==> src/rtl/rr_grant_ctrl.sv <==
// Round-robin grant controller: one holder at a time, released by i_done or an
// optional hold timeout, with back-to-back handoff to the next requester in circular order.

module masked_priority_encoder #(
  parameter int WIDTH = 4,
  parameter bit LSB   = 1'b1
) (
  input  logic [WIDTH-1:0]         i_vec,
  input  logic [$clog2(WIDTH)-1:0] i_idx,
  output logic                     o_valid,
  output logic [$clog2(WIDTH)-1:0] o_idx
);

  localparam int IDX_W = $clog2(WIDTH);

  logic [IDX_W-1:0] pos;

  // Search starts one past i_idx and wraps, so i_idx itself has the lowest priority.
  // NOTE: every output gets a default before the loop so no path leaves a latch behind.
  always_comb begin
    o_valid = 1'b0;
    o_idx   = '0;
    pos     = '0;
    for (int k = 1; k <= WIDTH; k++) begin
      if (LSB) pos = IDX_W'((int'(i_idx) + k) % WIDTH);
      else     pos = IDX_W'((int'(i_idx) + WIDTH - k) % WIDTH);
      if (!o_valid && i_vec[pos]) begin
        o_valid = 1'b1;
        o_idx   = pos;
      end
    end
  end

endmodule

module rr_grant_ctrl #(
  parameter int WIDTH    = 4,
  parameter int MAX_HOLD = 8
) (
  input  logic                     i_clk,
  input  logic                     i_rst_n,
  input  logic [WIDTH-1:0]         i_req,
  input  logic                     i_done,
  output logic [WIDTH-1:0]         o_gnt,
  output logic [$clog2(WIDTH)-1:0] o_gnt_idx,
  output logic                     o_gnt_valid,
  output logic                     o_timeout
);

  localparam int IDX_W = $clog2(WIDTH);
  localparam int CNT_W = (MAX_HOLD > 0) ? $clog2(MAX_HOLD + 1) : 1;
  localparam logic [CNT_W-1:0] HOLD_LAST = (MAX_HOLD > 0) ? CNT_W'(MAX_HOLD - 1) : '0;
  localparam logic [WIDTH-1:0] ONE_HOT0  = WIDTH'(1);

  typedef enum logic {
    IDLE  = 1'b0,
    GRANT = 1'b1
  } state_e;

  state_e           state_q;
  logic [WIDTH-1:0] gnt_q;
  logic [IDX_W-1:0] gnt_idx_q;
  logic             gnt_valid_q;
  logic             timeout_q;
  logic [IDX_W-1:0] ptr_q;
  logic [CNT_W-1:0] hold_cnt_q;

  logic [WIDTH-1:0] enc_vec;
  logic [IDX_W-1:0] enc_ptr;
  logic             enc_valid;
  logic [IDX_W-1:0] enc_idx;
  logic             hold_expired;
  logic             release_evt;

  // While a grant is held, the encoder already looks past the current holder so a
  // release can hand off on the very same edge that the pointer takes the holder's index.
  assign enc_vec      = (state_q == GRANT) ? (i_req & ~gnt_q) : i_req;
  assign enc_ptr      = (state_q == GRANT) ? gnt_idx_q : ptr_q;
  assign hold_expired = (MAX_HOLD != 0) && (state_q == GRANT) && (hold_cnt_q == HOLD_LAST);
  assign release_evt  = (state_q == GRANT) && (i_done || hold_expired);

  masked_priority_encoder #(
    .WIDTH (WIDTH),
    .LSB   (1'b1)
  ) u_enc (
    .i_vec   (enc_vec),
    .i_idx   (enc_ptr),
    .o_valid (enc_valid),
    .o_idx   (enc_idx)
  );

  // NOTE: all state here is sequential, so only non-blocking assignments are used;
  // every register sees the old value of every other register on the same edge.
  always_ff @(posedge i_clk or negedge i_rst_n) begin
    if (!i_rst_n) begin
      state_q     <= IDLE;
      gnt_q       <= '0;
      gnt_idx_q   <= '0;
      gnt_valid_q <= 1'b0;
      timeout_q   <= 1'b0;
      ptr_q       <= IDX_W'(WIDTH - 1);
      hold_cnt_q  <= '0;
    end else begin
      timeout_q <= 1'b0;
      case (state_q)
        IDLE: begin
          hold_cnt_q <= '0;
          if (enc_valid) begin
            state_q     <= GRANT;
            gnt_q       <= ONE_HOT0 << enc_idx;
            gnt_idx_q   <= enc_idx;
            gnt_valid_q <= 1'b1;
          end
        end
        GRANT: begin
          if (release_evt) begin
            ptr_q      <= gnt_idx_q;
            hold_cnt_q <= '0;
            // A simultaneous i_done makes this an ordinary release, not a timeout.
            timeout_q  <= hold_expired && !i_done;
            if (enc_valid) begin
              gnt_q     <= ONE_HOT0 << enc_idx;
              gnt_idx_q <= enc_idx;
            end else begin
              state_q     <= IDLE;
              gnt_q       <= '0;
              gnt_idx_q   <= '0;
              gnt_valid_q <= 1'b0;
            end
          end else if ((MAX_HOLD != 0) && (hold_cnt_q != HOLD_LAST)) begin
            hold_cnt_q <= hold_cnt_q + 1'b1;
          end
        end
        default: state_q <= IDLE;
      endcase
    end
  end

  assign o_gnt       = gnt_q;
  assign o_gnt_idx   = gnt_idx_q;
  assign o_gnt_valid = gnt_valid_q;
  assign o_timeout   = (MAX_HOLD == 0) ? 1'b0 : timeout_q;

  a_gnt_onehot0 : assert property (@(posedge i_clk) disable iff (!i_rst_n)
    $onehot0(gnt_q));
  a_valid_match : assert property (@(posedge i_clk) disable iff (!i_rst_n)
    gnt_valid_q == (|gnt_q));
  a_idx_zero    : assert property (@(posedge i_clk) disable iff (!i_rst_n)
    gnt_valid_q || (gnt_idx_q == '0));

endmodule

==> config.mk <==
export PLATFORM = sky130hd
export DESIGN_NAME = rr_grant_ctrl
export DESIGN_NICKNAME = d
export VERILOG_FILES = /design/src/rtl/rr_grant_ctrl.sv
export SDC_FILE = /design/constraint.sdc
export NUM_CORES = 1
export LEC_CHECK = 0
export CORE_MARGIN = 5
export CORE_UTILIZATION = 54
export CTS_CLUSTER_SIZE = 12
export DETAILED_ROUTE_END_ITERATION = 8
export MAX_ROUTING_LAYER = met4
export PLACE_DENSITY = 0.85
export SLEW_MARGIN = 5
export SYNTH_ARGS = -nofsm -noshare
export SYNTH_HDL_FRONTEND = slang
export SYNTH_SLANG_ARGS = --single-unit
==> constraint.sdc <==
create_clock -name i_clk -period 2.9 [get_ports i_clk]
set_input_delay 0.725 -clock i_clk [delete_from_list [all_inputs] [get_ports i_clk]]
set_output_delay 0.725 -clock i_clk [all_outputs]
set_load 0.01 [all_outputs]
==> results of run 1 <==
==> state kept, by name, indices dropped and copies added, names as in the netlist <==
name and flops:
o_gnt 4, state_q 1, o_gnt_idx 2, hold_cnt_q 4, ptr_q 2, o_gnt_valid 1
o_timeout 1
==> power groups by stage <==
stage               registers [mW]  clock network (mW)  logic, mW
CTS                          0.381               0.120      0.438
floorplan                    0.379                   0      0.264
detailed placement           0.384                   0      0.435
finish                       0.383               0.116      0.438
global route                 0.396               0.132      0.476
global placement             0.382                   0      0.416
==> placed cells by master (no fill, tap or decap), types with 3 or more instances in the layout <==
master,count
clkdlybuf4s50_1,14
clkbuf_4,3
inv_1,4
a21oi_1,3
o21ai_0,3
nand2b_1,5
nand2_1,3
nor2_1,10
dfrtp_1,13
==> final cells by class <==
cell class / instances / area (µm²) / area share
flip-flops and latches: 15 / 377.9 / 0.3683
well taps: 16 / 20.02 / 0.01951
multi-input cells: 63 / 445.4 / 0.4341
clock inverters: 1 / 5.005 / 0.004878
clock buffers: 3 / 22.52 / 0.02195
inverters: 4 / 15.01 / 0.01463
repair buffers: 14 / 140.1 / 0.1366
==> metal layers <==
layer | vias up | track usage
met2 | 12 | 0.2775
met5 | - | -
met4 | 0 | 0.04803
met3 | 2 | 0.04518
li1 | 344 | -
met1 | 331 | 0.2111
==> worst max-delay path, cell delays in order <==
cell	delay, ns
clkdlybuf4s50_1	0.51
a21boi_0	0.35
nand2b_1	0.16
a32o_1	0.20
o31ai_1	0.12
a32o_1	0.28
==> how the worst max path moves through the flow <==
stage	end	start	cells after the start
final	o_gnt_idx[0]	i_req[2]	6
after global routing	o_gnt_idx[0]	i_req[2]	6
after CTS	o_gnt_idx[0]	i_req[2]	6
after detailed placement	o_gnt_idx[0]	i_req[2]	6
after global placement	o_gnt_idx[0]	i_req[2]	6
after floorplan	o_gnt_idx[0]	i_req[2]	5
==> cells by family (layout without fill, tap and decap cells) <==
kind of cell             Yosys count  count (layout)
adder cells (fa/ha/maj)            1               1
multiplexers                       3               3
AO/OA/AOI/OAI                     29              29
XOR/XNOR                           2               2
AND/OR/NAND/NOR                   28              28
buffers and inverters              6              22
flip-flops                        15              15
==> flow_summary.toml, run 1 <==
[power]
p_sw_frac = 0.3903
p_total_mw = 0.9371
seqPwrFrac = 0.409
leakage_nw = 0.4266
combPwrFrac = 0.467
intPower_mw = 0.5713
ir_worst_vdd_v = 0.0005191
pwr-share-clk = 0.124
power.density_mw_per_mm2 = 913.4
p_sw_mw = 0.3658

[sta]
fin_setup_tns_ns = 0
hold_violations = 0
drv_slew = 0
period_share = 0.7484
worst_pin_slew_ns = 0.6455
whs_ns = 0.4644
fin_crit_ns = 2.170
clock_skew_ns = 0.005583
setup_viol = 0
fmax_ghz = 0.4607
rsz0062_at_grt = "no"
setup_slack_ns = 0.7296
slew_headroom = 0.5683

[logic_synthesis]
synth-main-ff-cell = "dfrtp_1"
ys_warn_count = 0
syn_area_per_cell_um2 = 10.20
yosysSeqAreaShare = 0.4409
synthDistinctLibCells = 40
netlist_area_um2 = 857.1
synth-xor-area-share = 0.02044
syn_inst = 84
synth-simple-area-share = 0.1839
synth_top_family_by_area = "compound AO/OA/AOI/OAI gates"
synthMuxAreaShare = 0.04234
synth_edf_count = 0
yosys.area.top_type_share = 0.3796
ys_ff_latch = 15
synth-compound-area-share = 0.2584
syn_nets = 92
synth_commonest_cells = "dfrtp_1 (13), nor2_1 (10), nand2b_1 (5), inv_1 (4)"
async_reset_ff_frac = 1.000
synthAdderAreaFrac = 0.01460
yosysMostFrequentCell = "dfrtp_1"
ys_top_cells_by_area = "dfrtp_1 (38%), dfstp_2 (6.1%), nor2_1 (4.4%)"
synth_area_leader_cell = "dfrtp_1"

[detailed_routing]
postRouteWirelength_mm = 1.898
dr.first_iter.drc_count = 12
wl_met3_um = 85
wl_met2_um = 948
antenna_left = 0
highest_layer = "met4"
drt_pass1_iterations = 4
wl_per_cell_um = 16.36
drc_errors = 0
vias = 689
wirelength_met1_um = 852
avgViaCountPerCell = 5.940

[grt]
globalRouteOverflowTotal = 0
grt_pass1_wl_mm = 3.270
grt_max_degree = 22
antenna_found_initial = 0
grt_pass1_vias = 701
grt_use_total = 0.1718

[placement]
place_ws_ns = 0.4557
portBuffers = 14
gp_congestion = 0.9175
placed_area_um2 = 998.5
place_inst = 112
dpl.hpwl_mm = 1.444

[finish]
n_fill_cell = 124
layout.cells.non_filler = 116
drive_gt1_frac = 0.1200
areaGrowthSynthToFinish_pct = 19.71
finalInstanceArea_mm2 = 0.001026
final_nets = 109
final_util = 0.6811
antenna_cells = 0

[die]
die-area_mm2 = 0.002484
die-height_um = 49.84
pin_count = 15
core_area_mm2 = 0.001506
fp-row-count = 14
initial_core_util = 0.5689
die_x_um = 49.84

[clock_network]
cts_root_buf = "clkbuf_4"
cts_buffers = 3
clkTransAtPathRegs_ns = 0.09
cts_max_level = 1
insertion_delay_ns = 0.28
cts.sinks = 15
postCtsSetupRepairBufs = 0
cts-hold-fix-buffers = 0
clk_path_buf_depth = 2
tritoncts = "yes"
cts_resized = 0

[min_path]
hp-start = "hold_cnt_q[0]"
whs_path_depth = 1
hold_end = "hold_cnt_q[0]"
hold_class = "flip-flop to flip-flop"

[critical_path]
cp_data_arrival_time_ns = 2.35
critPathRequiredTime_ns = 3.08
timing.rr.start = "state_q"
cp_max_fo = 3
setup.worst_path.end_class = "flip-flop"
cp-start-kind = "input port"
path_class = "input port to flip-flop"
r2r_cells = 5
r2r-end = "o_gnt[2]"
r2r_slack_ns = 0.90

[outcome]
status = "completed"

[run]
cap_violations = 0
(Power assumes the default switching activity.)
==> run 2, diff against run 1 <==
Settings changed: CORE_UTILIZATION 54 to 45, PLACE_DENSITY 0.85 to 0.76.
Clock period 2.9 ns to 1.94 ns, I/O delays scaled along.
==> run 2 against run 1 <==
Compared with the run above:
- worst hold slack got worse by 0.0048 ns
- sequential power rose by 49%
- via count is 2.5% higher
- combinational power rose by 55%
- critical path depth decreased by 5
- register-to-register slack worse by 0.59 ns
- utilization down 5.4 points
- cell count is 16% higher
- non-clock buffer count increased by 9
- critical endpoint is now o_gnt_idx[0]
==> flow_summary.toml, run 2 (same netlist as run 1, synthesis figures left out) <==
[grt]
grt_use_total = 0.1544
grt_pass1_wl_mm = 3.118
grt_pass1_vias = 694
grt_max_degree = 18
globalRouteOverflowTotal = 0
antenna_found_initial = 0

[critical_path]
cp_num_buf_inv = 1
timing.rr.start = "state_q"
cp_max_fo = 7
worst_path_largest_cell_delay_ns = 0.59
cp_top_family = "buffers and inverters"
setup.worst_path.end_class = "output pin"
r2r_cells = 5
cp-start-kind = "flip-flop"
cp_data_arrival_time_ns = 1.38
r2r_slack_ns = 0.31
cp_slowest_cell = "clkdlybuf4s50_1"
r2r-end = "o_gnt_idx[0]"
path_class = "flip-flop to output pin"
critical_path.cell_chain = "clkdlybuf4s50_1"
critPathRequiredTime_ns = 1.45

[placement]
gp_congestion = 0.7921
portBuffers = 14
place_inst = 130
place_ws_ns = -0.1573
dpl.hpwl_mm = 1.413

[sta]
fin_setup_tns_ns = 0
hold_violations = 0
clock_skew_ns = 0.003504
setup_slack_ns = 0.07527
rsz0062_at_grt = "no"
worst_pin_slew_ns = 0.4495
fmax_ghz = 0.5363
fin_crit_ns = 1.865
slew_headroom = 0.6978
setup_viol = 0
period_share = 0.9612
drv_slew = 0

[die]
fp-row-count = 15
pin_count = 15
die_x_um = 53.64
die-area_mm2 = 0.002877
core_area_mm2 = 0.001764
die-height_um = 53.64
initial_core_util = 0.4858

[detailed_routing]
wl_per_cell_um = 13.64
drt_pass1_iterations = 4
dr.first_iter.drc_count = 11
avgViaCountPerCell = 5.269
postRouteWirelength_mm = 1.828
drc_errors = 0
antenna_left = 0
vias = 706

[power]
power.density_mw_per_mm2 = 1290
leakage_nw = 0.4693
p_total_mw = 1.427
ir_worst_vdd_v = 0.0006768

[clock_network]
cts-hold-fix-buffers = 0
cts_buffers = 3
postCtsSetupRepairBufs = 0
cts_root_buf = "clkbuf_4"
cts.sinks = 15
cts_resized = 0
insertion_delay_ns = 0.28
tritoncts = "yes"
clk_path_buf_depth = 2
clkTransAtPathRegs_ns = 0.09
cts_max_level = 1

[finish]
final_nets = 118
final_cell_mix = "clkdlybuf4s50_1 (14), dfrtp_1 (12), nor2_1 (10)"
areaGrowthSynthToFinish_pct = 29.05
drive_gt1_frac = 0.2018
final_common_cell = "clkdlybuf4s50_1"
multi_input_area_um2 = 445.4
layout.cells.non_filler = 134
n_fill_cell = 163
antenna_cells = 0
regArea_um2 = 379.1

[min_path]
hold_class = "flip-flop to flip-flop"
whs_path_depth = 1
hp-start = "hold_cnt_q[0]"
hold_end = "hold_cnt_q[0]"

[run]
cap_violations = 0

[outcome]
status = "completed"
run 2: routing by layer:
metal  vias up  global-route usage  wire length, µm
li1        361                   -                -
met1       337              0.1831              847
met2         6              0.2653              933
met3         2             0.02493               34
met4         0             0.05106               12
met5         -                   -                0
run 2: final cells by class:
type / instances / area share
multi-input cells: 63 / 0.4027
flip-flops and latches: 15 / 0.3428
repair buffers: 23 / 0.1878
well taps: 25 / 0.02828
clock buffers: 3 / 0.02036
inverters: 4 / 0.01357
clock inverters: 1 / 0.004525
run 2: worst max path at each step:
| stage | slack, ns | end | cells past startpoint | start |
|---|---|---|---|---|
| final | 0.08 | o_gnt_idx[0] | 1 | o_gnt_idx[0] |
| after global routing | 0.01 | o_gnt_idx[0] | 5 | i_req[1] |
| after CTS | 0.06 | o_gnt_idx[0] | 1 | o_gnt_idx[0] |
| after detailed placement | -0.16 | o_gnt_idx[0] | 5 | i_req[1] |
| after global placement | -0.11 | o_gnt_idx[0] | 6 | i_req[2] |
| after floorplan | 0.44 | o_gnt_idx[0] | 5 | i_req[2] |
run 2: power by group:
group          internal, mW  switching [mW]  leakage [nW]
Clock                0.0765           0.100        0.0177
Sequential            0.431           0.139         0.185
Combinational         0.382           0.299         0.267
Total                 0.889           0.538         0.469
run 2: metrics by stage:
| stage | utilization | area [µm²] | hold WS [ns] |
|---|---|---|---|
| floorplan | - | 857.1 | 0.1894 |
| global placement | 0.6106 | 1077 | 0.4492 |
| detailed placement | 0.6106 | 1077 | 0.4489 |
| CTS | 0.6262 | 1105 | 0.4621 |
| global route | 0.6270 | 1106 | 0.4893 |
| finish | 0.6270 | 1106 | 0.4596 |
